**config.mk**
```make
export PLATFORM = sky130hd
export DESIGN_NAME = wb_master_seq_flat
export DESIGN_NICKNAME = d
export VERILOG_FILES = /design/src/rtl/wb_master_seq_pkg.sv /design/src/rtl/wb_master_seq_if.sv /design/src/rtl/wb_master_seq.sv /design/src/flat_wrapper.sv
export SDC_FILE = /design/constraint.sdc
export NUM_CORES = 1
export LEC_CHECK = 0
export CAP_MARGIN = 15
export CORE_MARGIN = 2
export CORE_UTILIZATION = 40
export DETAILED_ROUTE_END_ITERATION = 12
export PLACE_DENSITY_LB_ADDON = 0.25
export SYNTH_ARGS = -nofsm -noshare
export SYNTH_HDL_FRONTEND = slang
export SYNTH_SLANG_ARGS = --single-unit
```
**constraint.sdc**
```tcl
create_clock -name clk_i -period 3.1 [get_ports clk_i]
set_input_delay 0.62 -clock clk_i [delete_from_list [all_inputs] [get_ports clk_i]]
set_output_delay 0.62 -clock clk_i [all_outputs]
set_load 0.05 [all_outputs]
```
**src/rtl/wb_master_seq_pkg.sv**
```systemverilog
// Shared types for the Wishbone pipelined initiator: FSM states, termination
// kinds, completion status codes and the captured command record.
package wb_master_seq_pkg;

  typedef enum logic [2:0] {
    IDLE = 3'd0,
    REQ  = 3'd1,
    WAIT = 3'd2,
    GAP  = 3'd3,
    RESP = 3'd4
  } state_e;

  typedef enum logic [1:0] {
    TERM_NONE = 2'd0,
    TERM_ACK  = 2'd1,
    TERM_ERR  = 2'd2,
    TERM_RTY  = 2'd3
  } term_e;

  localparam logic [1:0] ST_OK  = 2'd0;
  localparam logic [1:0] ST_ERR = 2'd1;
  localparam logic [1:0] ST_RTY = 2'd2;
  localparam logic [1:0] ST_TMO = 2'd3;

  // Widest address the command record can hold; narrower buses zero-extend.
  localparam int unsigned ADR_W_MAX = 64;

  typedef struct packed {
    logic                 we;
    logic [ADR_W_MAX-1:0] adr;
    logic [31:0]          dat;
    logic [3:0]           sel;
  } cmd_t;

  // Simultaneous terminations resolve ack > err > rty.
  function automatic term_e resolve_term(input logic ack, input logic err, input logic rty);
    term_e t;
    if (ack) begin
      t = TERM_ACK;
    end else if (err) begin
      t = TERM_ERR;
    end else if (rty) begin
      t = TERM_RTY;
    end else begin
      t = TERM_NONE;
    end
    return t;
  endfunction

endpackage

```
**src/rtl/wb_master_seq_if.sv**
```systemverilog
// Wishbone B4 pipelined bus bundle between the initiator (master) and a
// register-bank target (slave).
interface wb_master_seq_if #(
  parameter int unsigned ADDR_WIDTH = 32
);
  logic                  cyc;
  logic                  stb;
  logic                  we;
  logic [ADDR_WIDTH-1:0] adr;
  logic [3:0]            sel;
  logic [31:0]           dat_w;
  logic [31:0]           dat_r;
  logic                  ack;
  logic                  err;
  logic                  rty;
  logic                  stall;

  modport master (
    output cyc, stb, we, adr, sel, dat_w,
    input  dat_r, ack, err, rty, stall
  );

  modport slave (
    input  cyc, stb, we, adr, sel, dat_w,
    output dat_r, ack, err, rty, stall
  );
endinterface

```
**src/rtl/wb_master_seq.sv**
```systemverilog
// Wishbone B4 pipelined initiator: one command at a time, retried on rty.
// Optional abort after TIMEOUT_CYCLES when WB_MASTER_SEQ_TIMEOUT_EN is defined.
module wb_master_seq
  import wb_master_seq_pkg::*;
#(
  parameter int unsigned ADDR_WIDTH     = 32,
  parameter int unsigned MAX_RETRY      = 3,
  parameter int unsigned TIMEOUT_CYCLES = 255
) (
  input  logic                  clk_i,
  input  logic                  rst_i,
  input  logic                  cmd_valid_i,
  output logic                  cmd_ready_o,
  input  logic                  cmd_we_i,
  input  logic [ADDR_WIDTH-1:0] cmd_adr_i,
  input  logic [31:0]           cmd_dat_i,
  input  logic [3:0]            cmd_sel_i,
  output logic                  rsp_valid_o,
  input  logic                  rsp_ready_i,
  output logic [31:0]           rsp_dat_o,
  output logic [1:0]            rsp_status_o,
  output logic                  busy_o,
  wb_master_seq_if.master       wb
);

  state_e      state_q;
  cmd_t        cmd_q;
  logic [3:0]  retry_cnt_q;
  logic        cmd_ready_q;
  logic        cyc_q;
  logic        stb_q;
  logic        rsp_valid_q;
  logic [31:0] rsp_dat_q;
  logic [1:0]  rsp_status_q;
  logic        busy_q;

  term_e       term_s;
  logic        tmo_hit_s;
  logic        go_resp_s;
  logic        go_gap_s;
  logic [1:0]  fin_status_s;
  logic [31:0] fin_dat_s;

  // Terminations count only once the strobe has been accepted.
  always_comb begin
    term_s = TERM_NONE;
    if ((state_q == WAIT) || ((state_q == REQ) && !wb.stall)) begin
      term_s = resolve_term(wb.ack, wb.err, wb.rty);
    end else begin
      term_s = TERM_NONE;
    end
  end

  // Decide how the current bus cycle ends and what the response will carry.
  always_comb begin
    go_resp_s    = 1'b0;
    go_gap_s     = 1'b0;
    fin_status_s = ST_OK;
    fin_dat_s    = 32'd0;
    case (term_s)
      TERM_ACK: begin
        go_resp_s    = 1'b1;
        fin_status_s = ST_OK;
        fin_dat_s    = cmd_q.we ? 32'd0 : wb.dat_r;
      end
      TERM_ERR: begin
        go_resp_s    = 1'b1;
        fin_status_s = ST_ERR;
      end
      TERM_RTY: begin
        if (retry_cnt_q < 4'(MAX_RETRY)) begin
          go_gap_s = 1'b1;
        end else begin
          go_resp_s    = 1'b1;
          fin_status_s = ST_RTY;
        end
      end
      default: begin
        if (tmo_hit_s) begin
          go_resp_s    = 1'b1;
          fin_status_s = ST_TMO;
        end else begin
          go_resp_s = 1'b0;
        end
      end
    endcase
  end

`ifdef WB_MASTER_SEQ_TIMEOUT_EN
  localparam int unsigned TMO_W = (TIMEOUT_CYCLES > 0) ? $clog2(TIMEOUT_CYCLES + 1) : 1;
  localparam logic [TMO_W-1:0] TMO_LIMIT = TMO_W'(TIMEOUT_CYCLES);

  logic [TMO_W-1:0] tmo_cnt_q;

  // Cycles since the first strobe of this command; held at zero while idle.
  always_ff @(posedge clk_i) begin
    if (rst_i) begin
      tmo_cnt_q <= '0;
    end else if (state_q == IDLE) begin
      tmo_cnt_q <= '0;
    end else if ((state_q inside {REQ, WAIT, GAP}) && (tmo_cnt_q != TMO_LIMIT)) begin
      tmo_cnt_q <= tmo_cnt_q + TMO_W'(1);
    end else begin
      tmo_cnt_q <= tmo_cnt_q;
    end
  end

  assign tmo_hit_s = (tmo_cnt_q == TMO_LIMIT) && (state_q inside {REQ, WAIT, GAP});
`else
  logic unused_tmo_s;
  assign unused_tmo_s = (TIMEOUT_CYCLES == 32'd0);
  assign tmo_hit_s    = 1'b0;
`endif

  // Main sequencer: state plus every registered output.
  always_ff @(posedge clk_i) begin
    if (rst_i) begin
      state_q      <= IDLE;
      cmd_q        <= '0;
      retry_cnt_q  <= 4'd0;
      cmd_ready_q  <= 1'b1;
      cyc_q        <= 1'b0;
      stb_q        <= 1'b0;
      rsp_valid_q  <= 1'b0;
      rsp_dat_q    <= 32'd0;
      rsp_status_q <= ST_OK;
      busy_q       <= 1'b0;
    end else begin
      case (state_q)
        IDLE: begin
          if (cmd_valid_i) begin
            cmd_q.we    <= cmd_we_i;
            cmd_q.adr   <= ADR_W_MAX'(cmd_adr_i);
            cmd_q.dat   <= cmd_dat_i;
            cmd_q.sel   <= cmd_sel_i;
            retry_cnt_q <= 4'd0;
            cmd_ready_q <= 1'b0;
            cyc_q       <= 1'b1;
            stb_q       <= 1'b1;
            busy_q      <= 1'b1;
            state_q     <= REQ;
          end
        end
        REQ, WAIT, GAP: begin
          if (go_resp_s) begin
            state_q      <= RESP;
            cyc_q        <= 1'b0;
            stb_q        <= 1'b0;
            rsp_valid_q  <= 1'b1;
            rsp_dat_q    <= fin_dat_s;
            rsp_status_q <= fin_status_s;
          end else if (go_gap_s) begin
            state_q     <= GAP;
            retry_cnt_q <= retry_cnt_q + 4'd1;
            cyc_q       <= 1'b0;
            stb_q       <= 1'b0;
          end else if (state_q == GAP) begin
            state_q <= REQ;
            cyc_q   <= 1'b1;
            stb_q   <= 1'b1;
          end else if ((state_q == REQ) && !wb.stall) begin
            state_q <= WAIT;
            stb_q   <= 1'b0;
          end
        end
        RESP: begin
          if (rsp_ready_i) begin
            state_q      <= IDLE;
            rsp_valid_q  <= 1'b0;
            rsp_dat_q    <= 32'd0;
            rsp_status_q <= ST_OK;
            cmd_ready_q  <= 1'b1;
            busy_q       <= 1'b0;
          end
        end
        default: begin
          state_q     <= IDLE;
          cmd_ready_q <= 1'b1;
          cyc_q       <= 1'b0;
          stb_q       <= 1'b0;
          rsp_valid_q <= 1'b0;
          busy_q      <= 1'b0;
        end
      endcase
    end
  end

  // Bits above ADDR_WIDTH are always zero.
  logic unused_adr_s;
  assign unused_adr_s = ^cmd_q.adr;

  assign wb.cyc       = cyc_q;
  assign wb.stb       = stb_q;
  assign wb.we        = cmd_q.we;
  assign wb.adr       = cmd_q.adr[ADDR_WIDTH-1:0];
  assign wb.sel       = cmd_q.sel;
  assign wb.dat_w     = cmd_q.dat;

  assign cmd_ready_o  = cmd_ready_q;
  assign rsp_valid_o  = rsp_valid_q;
  assign rsp_dat_o    = rsp_dat_q;
  assign rsp_status_o = rsp_status_q;
  assign busy_o       = busy_q;

endmodule

```
**src/flat_wrapper.sv**
```systemverilog
// flat-port wrapper written by rule: the top's interface ports become plain ports
module wb_master_seq_flat import wb_master_seq_pkg::*;
#(
  parameter int unsigned ADDR_WIDTH     = 32,
  parameter int unsigned MAX_RETRY      = 3,
  parameter int unsigned TIMEOUT_CYCLES = 255
)
  (clk_i, rst_i, cmd_valid_i, cmd_ready_o, cmd_we_i, cmd_adr_i, cmd_dat_i, cmd_sel_i, rsp_valid_o, rsp_ready_i, rsp_dat_o, rsp_status_o, busy_o, wb_cyc, wb_stb, wb_we, wb_adr, wb_sel, wb_dat_w, wb_dat_r, wb_ack, wb_err, wb_rty, wb_stall);
  wb_master_seq_if #(.ADDR_WIDTH(ADDR_WIDTH)) wb_i ();
  input  logic clk_i;
  input  logic rst_i;
  input  logic cmd_valid_i;
  output logic cmd_ready_o;
  input  logic cmd_we_i;
  input  logic [ADDR_WIDTH-1:0] cmd_adr_i;
  input  logic [31:0] cmd_dat_i;
  input  logic [3:0] cmd_sel_i;
  output logic rsp_valid_o;
  input  logic rsp_ready_i;
  output logic [31:0] rsp_dat_o;
  output logic [1:0] rsp_status_o;
  output logic busy_o;
  output wire logic [$bits(wb_i.cyc)-1:0] wb_cyc;
  output wire logic [$bits(wb_i.stb)-1:0] wb_stb;
  output wire logic [$bits(wb_i.we)-1:0] wb_we;
  output wire logic [$bits(wb_i.adr)-1:0] wb_adr;
  output wire logic [$bits(wb_i.sel)-1:0] wb_sel;
  output wire logic [$bits(wb_i.dat_w)-1:0] wb_dat_w;
  input wire logic [$bits(wb_i.dat_r)-1:0] wb_dat_r;
  input wire logic [$bits(wb_i.ack)-1:0] wb_ack;
  input wire logic [$bits(wb_i.err)-1:0] wb_err;
  input wire logic [$bits(wb_i.rty)-1:0] wb_rty;
  input wire logic [$bits(wb_i.stall)-1:0] wb_stall;
  assign wb_cyc = wb_i.cyc;
  assign wb_stb = wb_i.stb;
  assign wb_we = wb_i.we;
  assign wb_adr = wb_i.adr;
  assign wb_sel = wb_i.sel;
  assign wb_dat_w = wb_i.dat_w;
  assign wb_i.dat_r = wb_dat_r;
  assign wb_i.ack = wb_ack;
  assign wb_i.err = wb_err;
  assign wb_i.rty = wb_rty;
  assign wb_i.stall = wb_stall;
  wb_master_seq #(.ADDR_WIDTH(ADDR_WIDTH), .MAX_RETRY(MAX_RETRY), .TIMEOUT_CYCLES(TIMEOUT_CYCLES)) u_core (.clk_i(clk_i), .rst_i(rst_i), .cmd_valid_i(cmd_valid_i), .cmd_ready_o(cmd_ready_o), .cmd_we_i(cmd_we_i), .cmd_adr_i(cmd_adr_i), .cmd_dat_i(cmd_dat_i), .cmd_sel_i(cmd_sel_i), .rsp_valid_o(rsp_valid_o), .rsp_ready_i(rsp_ready_i), .rsp_dat_o(rsp_dat_o), .rsp_status_o(rsp_status_o), .busy_o(busy_o), .wb(wb_i));
endmodule
```
Word level (Yosys, flattened, before mapping):

Index checks and enable logic that the tools add are counted.

* bits in registers: 115
* bits in latches: 0
* RAM bits: 0
* ROM bits: 0
* bits of input ports: 109
* output and inout port bits: 108
* logic and storage cells: 94
* memories: 0

* $add $sub $neg: 1
* multipliers: 0
* divide/modulo/power cells: 0
* magnitude comparators: 1
* eq/ne operators: 14
* shift-type cells: 0
* mux-type cells: 46
* bitwise gates (word level): 3
* reductions and logical operators: 16

Operators by type and width (count)
* $mux 32: 4
* $pmux 32 s2: 1
* $mux 3: 6
* $reduce_and 3->1: 6
* $mux 1: 15
* $pmux 1 s3: 5
* $mux 2: 7
* $mux 4: 3
* $pmux 3 s3: 1
* $pmux 2 s2: 2
* $pmux 4 s2: 1
* $eq 3x2->1 const B: 2
* $ne 2x2->1 const B: 3
* $ne 5x1->1 const B: 1
* $add 4x1->4 const B: 1
* $eq 2x2->1 const B: 2
* $lt 4x2->1 const B: 1
* $ne 2x1->1 const B: 2
* $ne 4x1->1 const B: 1
* $reduce_and 4->1: 1
* $reduce_bool 2->1: 2
* $eq 3x1->1 const B: 1
* $eq 3x3->1 const B: 1
* $logic_not 3->1: 1
* other kinds (9): 11

Logic depth before layout (Yosys ltp):

* depth after elaboration: 9
* mapped depth: 11
* mapped depth without buffers: 9

Least setup slack after synthesis:

No wires, ideal clock.

* kind: input to register
* start: input port wb_stall
* end: register u_core.retry_cnt_q[1]
* data arrival time: 2.672 ns
* data required time: 2.968 ns
* path slack: 0.296 ns
* stages: 8
* path buffers: 0
* path through: or3b_1 a21o_1 nor3_1 ha_1 or4b_4 o31a_1 o21ai_0 a21oi_1

* word-level cells in the longest chain between the ends: 9

Ends and longest elaborated chain
* start, declared: RTL line flat_wrapper.sv:33 `input wire logic [$bits(wb_i.stall)-1:0] wb_stall;`
* $logic_not 1->1 (*): RTL line wb_master_seq.sv:47 `if ((state_q == WAIT) || ((state_q == REQ) && !wb.stall)) begin`
* $logic_and 1x1->1 (*): RTL line wb_master_seq.sv:47
* $logic_or 1x1->1 (*): RTL line wb_master_seq.sv:47
* $mux 2 (*): RTL line wb_master_seq.sv:47
* $eq 2x1->1 / $eq 2x2->1 (equally long branches): RTL line wb_master_seq.sv:60 `case (term_s)`
* $reduce_or 2->1 (no line)
* $pmux 1 s2: RTL line wb_master_seq.sv:60
* $ne 2x2->1 (no line)
* $reduce_and 4->1 (no line) (*)
* end signal, assigned: RTL line wb_master_seq.sv:154 `retry_cnt_q <= retry_cnt_q + 4'd1;`
* end, declared: RTL line wb_master_seq.sv:28 `logic [3:0] retry_cnt_q;`

Mark *: on every way between the ends. The rest lies on a longest branch, timed or not.
A chain may end at the register's enable or synchronous reset.

Worst setup path after layout:

* start: input port wb_stall
* end: register u_core.rsp_dat_q[31] (netlist: u_core.rsp_dat_o[31])

* word-level cells in the longest chain between the ends: 9

Ends and longest elaborated chain
* $logic_not 1->1 (*): RTL line wb_master_seq.sv:47
* $logic_and 1x1->1 (*): RTL line wb_master_seq.sv:47
* $logic_or 1x1->1 (*): RTL line wb_master_seq.sv:47
* $mux 2 (*): RTL line wb_master_seq.sv:47
* $eq 2x1->1 / $eq 2x2->1 (equally long branches): RTL line wb_master_seq.sv:60
* $reduce_or 2->1 (no line)
* $pmux 1 s2: RTL line wb_master_seq.sv:60
* $ne 2x1->1 (no line)
* $reduce_and 3->1 (no line)
* end signal, assigned: RTL line wb_master_seq.sv:150 `rsp_dat_q <= fin_dat_s;`
* end, declared: RTL line wb_master_seq.sv:33 `logic [31:0] rsp_dat_q;`

Mark *: on every way between the ends. The rest lies on a longest branch, timed or not. The select of a mux whose other input is x is not followed.

==> out/results.tsv <==
metric	value	unit
RR Startpoint	u_core.state_q[1]	
Starting Density	40.95	%
WP data required	3.52	ns
crit-path max FO	16	
post-synth cell types	40	
Slew @ Worst Pin	0.7892	ns
most frequent CP cell	buf_4	
first-pass GRT wire length	19.60	mm
gpl congestion	0.8265	
Final Util	67.38	%
CP arrival	3.23	ns
Worst Path Class, Setup	in2reg	
H-Tree Depth	4	
met1 Resource Use GR	24.02	%
Tcrit/Tclk final	90.55	%
post-synthesis cell count	541	
initial antenna violation count	0	
cell depth of the worst flop-to-flop path	10	
commonest non-fill, non-tap cell in the layout	clkdlybuf4s50_1	
die area	11960	um^2
Initial DRT Pass Iterations	5	
clk buf depth	2	
largest net degree at the start of global routing	77	
GRT met2 Usage	34.30	%
Worst Setup End Kind	flip-flop	
area grow syn2layout	64.54	%
Hold Path End	u_core.rsp_valid_o	
share of post-route cells with drive strength above 1	8.961	%
met3 Resource Use GR	8.002	%
Lkg Pwr	0.002623	uW
slew margin rel.	47.39	%
Post-synth EDFFs	0	
drt drc	0	
count of input and output buffers	216	
sequential element share of the synthesized area	51.86	%
Post-DP HPWL	8.753	mm
most crowded layer after global routing	met2	
total gr overflow	0	
vias per std cell	4.984	
Synthesized Nets	655	
Worst R2R End	u_core.rsp_dat_o[31]	
final clock skew	0.009767	ns
number of core rows	38	
kind of cell adding the most delay to the critical path	buffers and inverters	
commonest cells after routing, fill and taps aside	215 x clkdlybuf4s50_1, 145 x nand2_1, 115 x dfxtp_1	
Synth top area share	51.86	%
final-stage net count	873	
Root Driver	clkbuf_8	
syn avg cell area	8.206	um^2
Post-CTS Setup Bufs	0	
Synth async-reset ratio	0	%
antenna-violating nets left	0	
#FFs+latches synth	115	
CTS tree	done	
core area	10840	um^2
TritonCTS Buffers	17	
Die Wd	109.3	um
RSZ-0062 raised after global routing	false	
Synth area leaders	dfxtp_1 52%, a21oi_1 13%, nand2_1 12%	
Worst Hold Depth	2	
Finish-stage setup viols	0	
Filler Cells Inserted	890	
Tmin final	2.807	ns
ant diodes	0	
worst hold path class	reg2reg	
Sink Count	115	
reg2reg setup slack	0.57	ns
status	finished clean	
overall routing resource usage	20.61	%
slowest stage cell on the critical path	clkdlybuf4s50_1	
CP max stage delay	0.46	ns
Worst-Skew Late Latency	0.50	ns
Max Cap Violations	0	
PD cells	594.3	nW/um^2
vias in the first global route	4272	
Fmax	0.3563	GHz
Top FF cell, synth	dfxtp_1	
peak supply drop	0.0003404	V
Final Max Slew Viols	0	
leading area contributor after synthesis	dfxtp_1	
Final Hold Vio Count	0	
Hold Slack	0.4515	ns
initial DRC count	262	
synthesized area	4439	um^2
Clock Pin Slew Worst Setup and Hold Paths	0.05	ns
DR WL/cell	13.74	um
final WL	12.51	mm
vias	4535	
num ports	217	
critical path, cell by cell	clkdlybuf4s50_1, or3b_1, a21o_1, nor3_1, buf_4, inv_1, ha_1, a2111oi_4, buf_4, nand3_1, a21oi_1	
Hold Buf Count CTS	0	
Post-CTS Resized	0	
Synth warnings	0	
type of origin of the critical path	primary input	
buffers and inverters on the worst path	4	
hold path startpoint	u_core.rsp_valid_o	
Die Y-Extent	109.3	um
## layout make-up
| type | count | area [um^2] | area share, % |
|---|---|---|---|
| timing repair buffer | 242 | 2380 | 32.58 |
| sequential | 115 | 2302 | 31.52 |
| multi-input combinational | 380 | 1904 | 26.07 |
| clock buffer | 20 | 445.4 | 6.098 |
| tap | 140 | 175.2 | 2.398 |
| clock inverter | 10 | 86.33 | 1.182 |
| inverter | 3 | 11.26 | 0.1542 |
## Yosys cell counts (2+ instances only)
cell        n
o21ba_2     2
clkbuf_1   24
nand3b_1    2
nand2b_1    2
nor2_1      3
dfxtp_1   115
buf_2      11
nor2b_1     4
nor3b_1     2
buf_4       2
ha_1        5
a21oi_1   113
inv_1       3
nand3_1    67
o21bai_1    2
nor3_1      3
o21ai_0     8
nand2_1   146
buf_6       6
## worst register-to-register path, cell delays in order (launching register included)
cell and delay (ns):
dfxtp_1 0.31, or3b_1 0.36, a21o_1 0.19, nor3_1 0.23, buf_4 0.16, inv_1 0.05, ha_1 0.26, a2111oi_4 0.38
buf_4 0.28, nand3_1 0.11, a21oi_1 0.13
## where the power goes
part / switching [uW] / internal, uW / leakage, uW
combinational: 611 / 388 / 0.00143
clock: 639 / 1090 / 0.000258
sequential: 44.5 / 1570 / 0.000938
total: 1290 / 3050 / 0.00262
## through the flow
step | instances | total power [uW] | cell area (um^2) | setup WS, ns | setup TNS, ns
2_1_floorplan | 541 | 2241 | 4439 | 0.2957 | 0
3_3_place_gp | 880 | 2629 | 6773 | -0.1662 | -5.534
3_5_place_dp | 880 | 2648 | 6773 | -0.2171 | -6.981
4_1_cts | 910 | 4386 | 7305 | 0.2971 | 0
5_1_grt | 910 | 4532 | 7305 | 0.1443 | 0
6_report | 910 | 4341 | 7305 | 0.2930 | 0
## layer usage
metal | routed length [um] | share of wire [%]
met2 | 5961 | 48
met1 | 5105 | 41
met5 | 0 | 0
met3 | 1184 | 9.5
met4 | 256 | 2.0
## worst max path at each step
stage	startpoint	endpoint	slack [ns]	cells past startpoint
after CTS	wb_stall	u_core.rsp_dat_o[12]	0.30	11
after floorplan	wb_stall	u_core.retry_cnt_q[1]	0.30	8
after detailed placement	wb_stall	u_core.rsp_dat_o[15]	-0.22	11
final	wb_stall	u_core.rsp_dat_o[31]	0.29	11
after global placement	wb_stall	u_core.rsp_dat_o[13]	-0.17	11
after global routing	wb_stall	u_core.rsp_dat_o[15]	0.14	11
## sequential cells by signal (all words and copies together) (netlist names)
name	flops
u_core.rsp_dat_o	32
u_core.wb.adr	32
u_core.wb.dat_w	32
u_core.retry_cnt_q	4
u_core.wb.sel	4
u_core.state_q	3
u_core.rsp_status_o	2
u_core.busy_o	1
u_core.cmd_ready_o	1
u_core.rsp_valid_o	1
u_core.wb.cyc	1
u_core.wb.stb	1
u_core.wb.we	1
## kinds of logic (layout without fill, tap and decap cells)
family / after synthesis / count (layout) / synth area share, %
adder cells (fa/ha/maj): 5 / 5 / 1.409
AND/OR/NAND/NOR: 239 / 239 / 24.30
XOR/XNOR: 1 / 1 / 0.1973
AO/OA/AOI/OAI: 135 / 135 / 16.85
flip-flops: 115 / 115 / 51.86
buffers and inverters: 46 / 275 / 5.383
Power figures use the tool's default switching activity.
